## src/rtl/gf180mcu_osu_sc_gp12t3v3__rstgen_1_if.sv

```systemverilog
// Reset-generator status/request bundle.
//   REQ   : soft-reset request into the generator
//   RN    : active-low downstream reset
//   BUSY  : high while RN is low
//   DONE  : one-cycle pulse after RN rises
//   STATE : generator state (RESET=0, SYNC=1, STRETCH=2, RUN=3)
// master = the reset generator, slave = the consumer.
interface gf180mcu_osu_sc_gp12t3v3__rstgen_1_if;
  logic       REQ;
  logic       RN;
  logic       BUSY;
  logic       DONE;
  logic [1:0] STATE;

  modport master (input REQ, output RN, output BUSY, output DONE, output STATE);
  modport slave  (output REQ, input RN, input BUSY, input DONE, input STATE);
endinterface

```

## src/rtl/gf180mcu_osu_sc_gp12t3v3__rstgen_1.sv

```systemverilog
// Reset generator: synchronizes the release of an asynchronous active-high
// reset R, then stretches the downstream active-low reset RN for a fixed
// number of CLK edges before releasing it.
//   CLK : clock, all state changes on rising edge
//   R   : asynchronous active-high reset (assertion is immediate)
//   bus : REQ in; RN/BUSY/DONE/STATE out (see interface file)
// Parameters: SYNC_STAGES (2..4), STRETCH_CYCLES (1..255).
// Optional feature macro RSTGEN_SOFTREQ_EN: when defined, REQ in RUN
// restarts the stretch phase; when undefined REQ is ignored and RUN is
// terminal until R asserts.
module gf180mcu_osu_sc_gp12t3v3__rstgen_1 #(
  parameter int SYNC_STAGES    = 2,
  parameter int STRETCH_CYCLES = 8
) (
  input  logic CLK,
  input  logic R,
  gf180mcu_osu_sc_gp12t3v3__rstgen_1_if.master bus
);

  typedef enum logic [1:0] {
    S_RESET   = 2'd0,
    S_SYNC    = 2'd1,
    S_STRETCH = 2'd2,
    S_RUN     = 2'd3
  } state_e;

  localparam logic [7:0] CNT_LAST = 8'(STRETCH_CYCLES - 1);

  state_e                 state, state_nxt;
  logic [SYNC_STAGES-1:0] chain, chain_nxt;
  logic [7:0]             cnt, cnt_nxt;
  logic                   rn_q, done_q;
  logic                   soft_req;

`ifdef RSTGEN_SOFTREQ_EN
  assign soft_req = bus.REQ;
`else
  logic unused_req;
  assign unused_req = bus.REQ;
  assign soft_req   = 1'b0;
`endif

  always_comb begin
    // Chain fills with ones after R release; stays all-ones afterwards.
    chain_nxt = {chain[SYNC_STAGES-2:0], 1'b1};
    state_nxt = state;
    cnt_nxt   = cnt;
    case (state)
      S_RESET: state_nxt = S_SYNC;
      S_SYNC: begin
        // Leave SYNC on the edge the last synchronizer flop goes high.
        if (chain_nxt[SYNC_STAGES-1]) begin
          state_nxt = S_STRETCH;
          cnt_nxt   = 8'd0;
        end
      end
      S_STRETCH: begin
        // Holding at CNT_LAST doubles as saturation; REQ is ignored here.
        if (cnt == CNT_LAST) state_nxt = S_RUN;
        else                 cnt_nxt   = cnt + 8'd1;
      end
      S_RUN: begin
        if (soft_req) begin
          state_nxt = S_STRETCH;
          cnt_nxt   = 8'd0;
        end
      end
      default: state_nxt = S_RESET;
    endcase
  end

  always_ff @(posedge CLK or posedge R) begin
    if (R) begin
      state  <= S_RESET;
      chain  <= '0;
      cnt    <= 8'd0;
      rn_q   <= 1'b0;
      done_q <= 1'b0;
    end else begin
      state  <= state_nxt;
      chain  <= chain_nxt;
      cnt    <= cnt_nxt;
      // RN decoded from next state so it is a clean flop output.
      rn_q   <= (state_nxt == S_RUN);
      done_q <= (state == S_STRETCH) && (state_nxt == S_RUN);
    end
  end

  assign bus.RN    = rn_q;
  assign bus.BUSY  = ~rn_q;
  assign bus.DONE  = done_q;
  assign bus.STATE = state;

endmodule

```

## src/flat_wrapper.sv

```systemverilog
// flat-port wrapper written by rule: the top's interface ports become plain ports
module gf180mcu_osu_sc_gp12t3v3__rstgen_1_flat 
#(
  parameter int SYNC_STAGES    = 2,
  parameter int STRETCH_CYCLES = 8
)
  (CLK, R, bus_REQ, bus_RN, bus_BUSY, bus_DONE, bus_STATE);
  gf180mcu_osu_sc_gp12t3v3__rstgen_1_if bus_i ();
  input  logic CLK;
  input  logic R;
  input wire logic [$bits(bus_i.REQ)-1:0] bus_REQ;
  output wire logic [$bits(bus_i.RN)-1:0] bus_RN;
  output wire logic [$bits(bus_i.BUSY)-1:0] bus_BUSY;
  output wire logic [$bits(bus_i.DONE)-1:0] bus_DONE;
  output wire logic [$bits(bus_i.STATE)-1:0] bus_STATE;
  assign bus_i.REQ = bus_REQ;
  assign bus_RN = bus_i.RN;
  assign bus_BUSY = bus_i.BUSY;
  assign bus_DONE = bus_i.DONE;
  assign bus_STATE = bus_i.STATE;
  gf180mcu_osu_sc_gp12t3v3__rstgen_1 #(.SYNC_STAGES(SYNC_STAGES), .STRETCH_CYCLES(STRETCH_CYCLES)) u_core (.CLK(CLK), .R(R), .bus(bus_i));
endmodule
```

## config.mk

```make
export PLATFORM = sky130hd
export DESIGN_NAME = gf180mcu_osu_sc_gp12t3v3__rstgen_1_flat
export DESIGN_NICKNAME = d
export VERILOG_FILES = /design/src/rtl/gf180mcu_osu_sc_gp12t3v3__rstgen_1_if.sv /design/src/rtl/gf180mcu_osu_sc_gp12t3v3__rstgen_1.sv /design/src/flat_wrapper.sv
export SDC_FILE = /design/constraint.sdc
export NUM_CORES = 1
export LEC_CHECK = 0
export ABC_CLOCK_PERIOD_IN_PS = 4500
export BUFFER_PORTS_ARGS = -buffer_cell sky130_fd_sc_hd__buf_2
export CAP_MARGIN = 25
export CORE_AREA = 2 2 39 41
export DETAILED_ROUTE_END_ITERATION = 8
export DIE_AREA = 0 0 41 43
export PLACE_DENSITY = 0.79
export SYNTH_ARGS = -nofsm -noshare
export SYNTH_HDL_FRONTEND = slang
export SYNTH_SLANG_ARGS = --single-unit
```

## constraint.sdc

```tcl
create_clock -name CLK -period 4.5 [get_ports CLK]
set_input_delay 0.675 -clock CLK [delete_from_list [all_inputs] [get_ports CLK]]
set_output_delay 0.675 -clock CLK [all_outputs]
set_load 0.02 [all_outputs]
```

Word-level counts from Yosys, hierarchy flattened
Index checks and enable logic that the tools add are counted.
- output and inout bits: 5
- logic and storage cells: 24
- register bits after elaboration: 13
- input bits: 3
- reductions and logical operators: 4
- $add $sub $neg: 1
- mux-type cells: 6
- equality and inequality tests: 7
- bitwise logic cells: 1
- operators by type and width (operator ; number):
    two-way mux 8 bit ; 2
    one-hot mux 8 bit (2 select lines) ; 1
    adder 8 x 1 -> 8 bit, second input constant ; 1
    == test 8 x 3 -> 1 bit, second input constant ; 1
    one-hot mux 2 bit (4 select lines) ; 1
    == test 2 bit, second input constant ; 3
    two-way mux 2 bit ; 2
    AND reduction 3 bit ; 1
    == test 2 x 1 -> 1 bit, second input constant ; 1
    zero test 2 bit ; 1
    inequality test 2 x 1 -> 1 bit, second input constant ; 1
    inequality test 2 bit, second input constant ; 1
    nonzero test 2 bit ; 1
    logical AND 1 bit ; 1
    NOT 1 bit ; 1

Longest topological paths before layout
Gate-level depths: netlist (run 1).
- depth after elaboration: 5
- mapped depth: 7
- depth with buffers taken out: 6

Worst setup path after synthesis (run 1)
No wires, ideal clock.
- path type: flip-flop to flip-flop
- start: reg u_core.state[0] (netlist: u_core.bus.STATE[0])
- end: reg u_core.cnt[6]
- stages on the path, launching flop included: 8
- clock period less this slack: 1.920 ns
- data required time: 4.390 ns
- slack: 2.580 ns
- arrival: 1.810 ns
- cells stage by stage: dfrtp_1 inv_1 ha_1 nand4b_1 o211ai_4 or2_1 buf_6 o41ai_1
- cells in the longest elaborated chain, start to end: 3
- ends and longest elaborated chain (what ; RTL line ; text):
    start: declaration ; gf180mcu_osu_sc_gp12t3v3__rstgen_1.sv:29 ; state_e state, state_nxt;
    start signal: assignment ; gf180mcu_osu_sc_gp12t3v3__rstgen_1.sv:80 ; state <= state_nxt;
    == test 2 bit / == test 2 x 1 -> 1 bit (equally long branches) ; gf180mcu_osu_sc_gp12t3v3__rstgen_1.sv:48 ; case (state)
    inequality test 2 bit (no line), or another cell as far along ; n/a ;
    AND reduction 3 bit (no line) ; n/a ;
    end signal: assignment ; gf180mcu_osu_sc_gp12t3v3__rstgen_1.sv:82 ; cnt <= cnt_nxt;
    end: declaration ; gf180mcu_osu_sc_gp12t3v3__rstgen_1.sv:31 ; logic [7:0] cnt, cnt_nxt;
Parallel ways exist; a longest one is shown, timed or not.
A chain may end at the register's enable or synchronous reset.

Worst setup path after layout (run 1)
- start: reg u_core.state[0] (netlist: u_core.bus.STATE[0])
- end: reg u_core.cnt[5]
The elaborated chain is that of the path after synthesis.

==> results of run 1 <==
==> power by group through the flow <==
stage	logic, mW	registers [mW]	clock network (mW)
after floorplan	0.117	0.169	0
after global placement	0.166	0.154	0
after detailed placement	0.176	0.156	0
after CTS	0.177	0.153	0.0740
after global routing	0.196	0.157	0.0806
final	0.174	0.153	0.0717
==> area by class of cell <==
type	count	area share (%)
clock buffers	4	3.43
inverters	5	2.45
multi-input cells	51	45.2
flip-flops and latches	13	42.4
well taps	16	2.61
repair buffers	6	3.92
==> worst max-delay path: stages, from the launching register on <==
cell      delay (ps)
dfrtp_1          430
inv_1            130
ha_1             360
nand4b_1         210
o211ai_4         320
or2_1            320
o31ai_1          130
==> placed cells by master, fill, tap and decap left out, drive strengths merged, types with 2 or more instances in the layout <==
cell type	netlist	final
or4	2	2
o21a	2	2
clkbuf	0	4
nand3	3	3
nand2b	2	2
ha	6	6
a21oi	2	2
buf	1	6
dfrtp	13	13
and2	2	2
o21ai	11	11
o31ai	3	3
nand2	4	4
and3	2	2
inv	5	5
nor2	4	4
==> logic make-up after synthesis <==
| kind of cell | after synthesis | synth area share [%] |
|---|---|---|
| buf+inv | 6 | 4.28 |
| fa+ha+maj | 6 | 10.7 |
| simple gates | 23 | 18.4 |
| compound gates | 21 | 19.8 |
| other cells | 1 | 0.534 |
| flops | 13 | 46.3 |
==> path summary, 6_finish.rpt <==
check / start / to / slack (ps) / cells after the start
min in group CLK: u_core.cnt[6] / u_core.cnt[6] / 510 / 1
worst max register to register: u_core.bus.STATE[0] / u_core.cnt[5] / 2470 / 6
worst min-delay path: R / u_core.bus.RN / 410 / 2
worst min register to register: u_core.cnt[6] / u_core.cnt[6] / 510 / 1
worst max-delay path: u_core.bus.STATE[0] / u_core.cnt[5] / 2470 / 6
max in group asynchronous: R / u_core.cnt[5] / 3760 / 2
==> routing by layer <==
layer / vias to the layer above / routed length [µm]
li1: 267 / -
met1: 255 / 578
met2: 10 / 653
met3: 2 / 33
met4: 0 / 21
met5: - / 0
==> sequential cells by signal (all words and copies together) (netlist names) <==
register	flops
u_core.bus.RN	1
u_core.chain	1
u_core.cnt	8
u_core.bus.STATE	2
u_core.bus.DONE	1
==> metrics, run 1 <==
Max VDD drop 0.233 mV; Die Y 43 µm; final std cells w/o fill 95; Die Wd 41 µm; gpl congestion 0.798; critical path class reg -> reg; share of layout cells above drive strength 1 13.9%; Tmin final 2030 ps; root buffer cell clkbuf_4; CP max FO 10; Die ar. 1760 µm²; Worst Hold Class in -> async; first drt pass iteration count 4; CTS tree built; Clock Latency Late Sink 270 ps; synthesized flop and latch total 13; outcome completed; Final Core Density 55.4%; Mapped Cells 70; clk sinks 13; antenna violations before repair 0; DR DRC count 0; htree depth 1; Sw Pwr 0.168 mW; largest net degree at the start of global routing 14; post-DP HPWL 958 µm; Clock Pin Slew Worst Setup and Hold Paths 80 ps; CTS resizes 0; Finished Cell Area 767 µm²; post-synth top area share 46.3%; Post-synth EDFFs 0; Fillers 136; GRT Overall Usage 18.8%; final setup vio count 0; Synthesized Nets 79; Initial Utilization 50.7%; Clk network pwr share 18.0%; total power 0.399 mW; gr ovfl total 0; CTS hold repair buffers 0; Storage cell area 325 µm²; met3 GRT Util 3.14%; share of power burned in registers 38.4%; CTS Buf Count 3; Max Fclk 492 MHz; PD cells 520 nW/µm²; Yosys cell types 25; CP Capture Type flip-flop; Syn Area/Cell 10.0 µm²; most frequent cells after synthesis 13 x dfrtp_1, 9 x o21ai_0, 6 x ha_1, 5 x inv_1; Total Wirelength 1.29 mm; register area share after synthesis 46.3%; met2 usage 26.9%; core area 1380 µm²; Antenna Nets Post-Route 0; P_int 0.232 mW; YS warnings 0; worst path required time 4650 ps; final hold slack 408 ps; Yosys top cell by area dfrtp_1; RSZ-0062 raised after global routing no; Comb pwr share 43.6%; setup TNS 0 ps; max capacitance violation total 0; crit path launch type flip-flop; Inst Count DP 91; ranking of synthesized cells by area dfrtp_1 46%, ha_1 11%, o21ai_0 6.4%, o31ai_1 3.2%, o211ai_4 3.0%; Vias 534; Port Buffer Count 6; leading register cell type out of synthesis dfrtp_1; row count 14; final hold violation count 0; Synth Cell Area 702 µm²; P_leak 0.361 nW; setup ws final 2470 ps; ANT cells 0; WL/cell 13.5 µm; Area growth syn-to-layout 9.27%; count leader, synth dfrtp_1; 1st-iter DRT viols 7; Switching Share 42.0%; dpl ws 2490 ps; Slew Viols, Final 0; vias in the first global route 473; Multi-input gate area 347 µm²; IO Count 8; critical path arrival 2180 ps; fraction of met1 tracks used by global routing 26.4%; Setup Fix Bufs, Post-CTS 0; via/cell ratio 5.62; Layout Skew 1.48 ps; final period utilization 45.2%; asr flop ratio synth 100%; busiest grt layer met2; Final #Nets 89; first-pass GRT wire length 2.18 mm; clk buf depth 2; dpl cell area 741 µm²
Note: power is estimated with default switching activity, not from simulation.
==> run 2: changes to the inputs <==
- ABC_CLOCK_PERIOD_IN_PS: 4500 -> 1750
- CORE_AREA: 2 2 39 41 -> not set
- CORE_MARGIN: not set -> 1
- CORE_UTILIZATION: not set -> 49
- DIE_AREA: 0 0 41 43 -> not set
- PLACE_DENSITY: 0.79 -> 0.77
- clock period: 4.5 -> 1.75 ns (I/O delays scaled with it)
==> metrics, run 2 (same netlist as run 1, synthesis figures left out) <==
CP max stage cell or4_4; IO Count 8; post-DP HPWL 945 µm; P_int 0.706 mW; Largest register FFs 8; worst-margin pin slew 499 ps; Clock Pin Slew Worst Setup and Hold Paths 80 ps; share of layout cells above drive strength 1 29.1%; CP Buf/Inv Count 1; Layout Skew 1.60 ps; antenna violations before repair 0; CTS tree built; cell breakdown of the critical path inv_2 -> ha_4 -> nand4b_1 -> nor2_1 -> or4_4 -> and3_1; setup TNS 0 ps; Initial Utilization 53.3%; root buffer cell clkbuf_4; worst relative slew slack 66.7%; worst r2r path cells 6; worst setup path endpoint u_core.bus.DONE; most frequent cells in the layout 11 x dfrtp_1, 9 x o21ai_0, 7 x buf_4; Top reg by flops u_core.cnt; core area 1320 µm²; largest net degree at the start of global routing 14; PD cells 1390 nW/µm²; crit-path max cell delay 490 ps; Comb pwr share 50.4%; DR DRC count 0; failing checks hold timing; htree depth 1; Area growth syn-to-layout 20.7%; Tmin final 1660 ps; final hold slack -8.24 ps; Vias 575; GRT Overall Usage 23.2%; CTS hold repair buffers 0; Slew Viols, Final 0; FF-to-FF setup slack 90 ps; clk buf depth 2; ANT cells 0; CP Depth 6; via/cell ratio 5.69; row count 13; P_leak 0.401 nW; Die Y 39.9 µm; share of power burned in registers 33.6%; final hold violation count 13; commonest non-fill, non-tap cell in the layout dfrtp_1; Worst Hold Class in -> async; RSZ-0062 raised after global routing no; worst r2r src u_core.bus.STATE[0]; final setup vio count 0; final period utilization 94.9%; Port Buffer Count 6; worst path required time 1930 ps; Worst R2R End u_core.bus.DONE; critical path class reg -> reg; Antenna Nets Post-Route 0; gpl congestion 0.800; first-pass GRT wire length 2.27 mm; CP top delay family simple AND/OR/NAND/NOR gates; Clk network pwr share 16.0%; vias in the first global route 516; Die Wd 39.9 µm; WL/cell 13.8 µm; Total Wirelength 1.40 mm; Clock Latency Late Sink 280 ps; total power 1.18 mW; Switching Share 40.1%; 1st-iter DRT viols 7; Sw Pwr 0.472 mW; CP Capture Type flip-flop; Die ar. 1590 µm²; Max VDD drop 0.722 mV; Final #Nets 96; crit path from u_core.bus.STATE[0]; CP max FO 7; Max Fclk 602 MHz; gr ovfl total 0; first drt pass iteration count 4; max capacitance violation total 0; clk sinks 13; crit path launch type flip-flop; CTS Buf Count 3; critical path arrival 1840 ps; outcome finished, violations left
[run 2: cell count changes in the layout (fill, tap and decap cells not counted), sizes merged]
cell and delta:
buf +7
[run 2: power groups by stage]
| stage | Clock [mW] | Combinational [mW] | Sequential, mW |
|---|---|---|---|
| after global routing | 0.210 | 0.670 | 0.404 |
| after global placement | 0 | 0.493 | 0.403 |
| final | 0.188 | 0.594 | 0.396 |
| after floorplan | 0 | 0.316 | 0.446 |
| after detailed placement | 0 | 0.511 | 0.409 |
| after CTS | 0.192 | 0.538 | 0.395 |
[run 2: layout make-up]
cell class              count  area (µm²)
inverters                   5        18.8
repair buffers             13        82.6
flip-flops and latches     13         328
multi-input cells          51         373
clock buffers               4        26.3
well taps                  15        18.8
fillers                   109         470
[run 2: how the worst min path moves through the flow]
stage               slack, ps  cells after the start  startpoint               to
finish                     -8                      2           R  u_core.bus.DONE
global route               20                      2           R    u_core.cnt[3]
CTS                       0.5                      2           R    u_core.cnt[7]
detailed placement        300                      2           R    u_core.cnt[7]
global placement          300                      2           R    u_core.cnt[7]
floorplan                 140                      1           R  u_core.bus.DONE
[run 2: stage by stage]
step / hold slack, ps / util (%) / worst slack (ps) / cells / area (µm²)
CTS: 0.452 / 62.1 / 43.9 / 99 / 818
global route: 23.9 / 64.3 / 4.67 / 101 / 847
floorplan: 139 / - / 28.7 / 70 / 717
finish: -8.24 / 64.3 / 89.9 / 101 / 847
detailed placement: 303 / 59.5 / 12.0 / 94 / 785
global placement: 297 / 59.5 / 83.0 / 94 / 785
[run 2: layer usage]
| layer | part of all wire (%) | track usage [%] | vias to the layer above |
|---|---|---|---|
| li1 | - | - | 282 |
| met1 | 44 | 28.8 | 277 |
| met2 | 49 | 34.0 | 12 |
| met3 | 4.1 | 6.82 | 4 |
| met4 | 2.9 | 15.5 | 0 |
| met5 | 0 | 0 | - |
[run 2: timing repair]
action	4_1_cts	5_1_grt
setup endpoints to repair	1	4
buffers inserted	1	2
gates resized for setup	0	3
pin swaps	0	2
==> run 3: changes to the inputs <==
- ABC_AREA: not set -> 1
- CORE_ASPECT_RATIO: not set -> 0.9
- CORE_UTILIZATION: 49 -> 50
- PLACE_DENSITY: 0.77 -> 0.78
==> metrics, run 3 <==
1st-iter DRT viols 14; YS warnings 0; CP max FO 11; max capacitance violation total 0; Mapped Cells 99; Area growth syn-to-layout 8.31%; crit path from u_core.bus.STATE[0]; final hold slack -11.9 ps; crit path launch type flip-flop; failing checks DRC, hold timing; count leader, synth nand2_1; outcome finished, violations left; first drt pass iteration count 6; Layout Skew 2.81 ps; asr flop ratio synth 100%; clk sinks 13; CTS hold repair buffers 0; Die ar. 1700 µm²; setup TNS 0 ps; most frequent cells after synthesis 28 x nand2_1, 13 x dfrtp_1, 13 x nor2_1, 10 x inv_1, 10 x nand3_1; worst r2r src u_core.bus.STATE[0]; Initial Utilization 53.1%; Setup Fix Bufs, Post-CTS 0; final period utilization 91.0%; via/cell ratio 5.07; CTS Buf Count 3; row count 13; Port Buffer Count 6; CP Capture Type flip-flop; Worst Hold Class in -> async; post-synth top area share 42.3%; htree depth 1; WL met1 634 µm; Total Wirelength 1.33 mm; Antenna Nets Post-Route 0; IO Count 8; Yosys cell types 18; largest net degree at the start of global routing 14; first-pass GRT wire length 2.30 mm; ranking of synthesized cells by area dfrtp_1 42%, nand2_1 14%, ha_1 9.8%, nand3_1 6.5%, nor2_1 6.4%; Die Y 39.2 µm; register area share after synthesis 42.3%; RSZ-0062 raised after global routing no; commonest non-fill, non-tap cell in the layout nand2_1; Synth Cell Area 768 µm²; Final #Nets 118; Slew Viols, Final 0; critical path class reg -> reg; worst path required time 1900 ps; WL/cell 10.8 µm; core area 1450 µm²; DR DRC count 2; Syn Area/Cell 7.76 µm²; met3 wire length 64 µm; P_leak 0.423 nW; vias in the first global route 546; critical path arrival 1740 ps; antenna violations before repair 0; PD cells 1260 nW/µm²; final setup vio count 0; total power 1.05 mW; root buffer cell clkbuf_4; gr ovfl total 0; leading register cell type out of synthesis dfrtp_1; Max VDD drop 0.883 mV; most frequent cells in the layout 28 x nand2_1, 13 x nor2_1, 13 x dfrtp_1; Clock Latency Late Sink 270 ps; Post-synth EDFFs 0; Tmin final 1590 ps; ANT cells 0; Vias 624; clk buf depth 2; synthesized flop and latch total 13; CTS tree built; share of layout cells above drive strength 1 12.0%; worst setup path endpoint u_core.cnt[5]; Top reg by flops u_core.cnt; final hold violation count 13; Die Wd 43.3 µm; Largest register FFs 8; post-DP HPWL 1.00 mm; GRT Overall Usage 19.4%; worst r2r path cells 7; Max Used Layer met3; Max Fclk 628 MHz; FF-to-FF setup slack 160 ps; Clock Pin Slew Worst Setup and Hold Paths 70 ps; Worst R2R End u_core.cnt[5]; Synthesized Nets 108; CTS resizes 0; WL met2 627 µm; Yosys top cell by area dfrtp_1; gpl congestion 0.853
## run 3: changes by cell type after synthesis, moves of 3 or more
cell and change:
nor2_1 +9, nand3_1 +7, xor2_1 +3, inv_1 +5
o21ai_0 -6, nand2_1 +24, o31ai_1 -3
## run 3: report_power, final
part           switching [mW]  internal [mW]
Combinational           0.322          0.152
Sequential             0.0512          0.348
Clock                  0.0894         0.0884
Total                   0.462          0.588
## run 3: layout make-up
type | count | area, µm²
well taps | 15 | 18.8
flip-flops and latches | 13 | 325
multi-input cells | 73 | 383
clock buffers | 4 | 26.3
repair buffers | 7 | 37.5
fillers | 126 | 616
inverters | 11 | 41.3
## run 3: cells by family after synthesis
kind of cell | count (synthesis) | share of synthesized area (%)
xor gates and xnor gates | 3 | 3.42
DFF | 13 | 42.3
buffers and inverters | 13 | 7.82
AOI/OAI and AO/OA | 10 | 7.98
other | 1 | 0.488
and+or+nand+nor | 53 | 28.2
adders and majority gates | 6 | 9.77
## run 3: worst min path at each step
stage,to,depth (start not counted),slack [ps],from
finish,u_core.bus.STATE[1],2,-10,R
global route,u_core.bus.STATE[1],2,40,R
CTS,u_core.cnt[2],2,7,R
detailed placement,u_core.cnt[2],2,310,R
global placement,u_core.cnt[2],2,310,R
floorplan,u_core.bus.DONE,1,140,R
## run 3: per-stage QoR
step	util (%)	area, µm²	hold WS (ps)	setup WS, ps	cells
6_report	57.5	832	-11.9	158	123
5_1_grt	57.5	832	40.9	12.9	123
4_1_cts	57.5	832	6.83	178	123
3_5_place_dp	55.7	806	306	195	119
3_3_place_gp	55.7	806	306	237	119
2_1_floorplan	-	768	139	177	99
## run 3: routing by layer
metal  up-vias  track usage [%]
li1        325                -
met1       282             23.8
met2        17             30.3
met3         0             7.48
met4         0             8.59
met5         -                0
## run 3: worst max-delay path: stages (launching register included)
cell	delay (ps)
dfrtp_1	450
inv_1	120
ha_1	180
nand2_1	60
inv_1	70
nand2_1	70
o21bai_2	390
o21ai_1	120
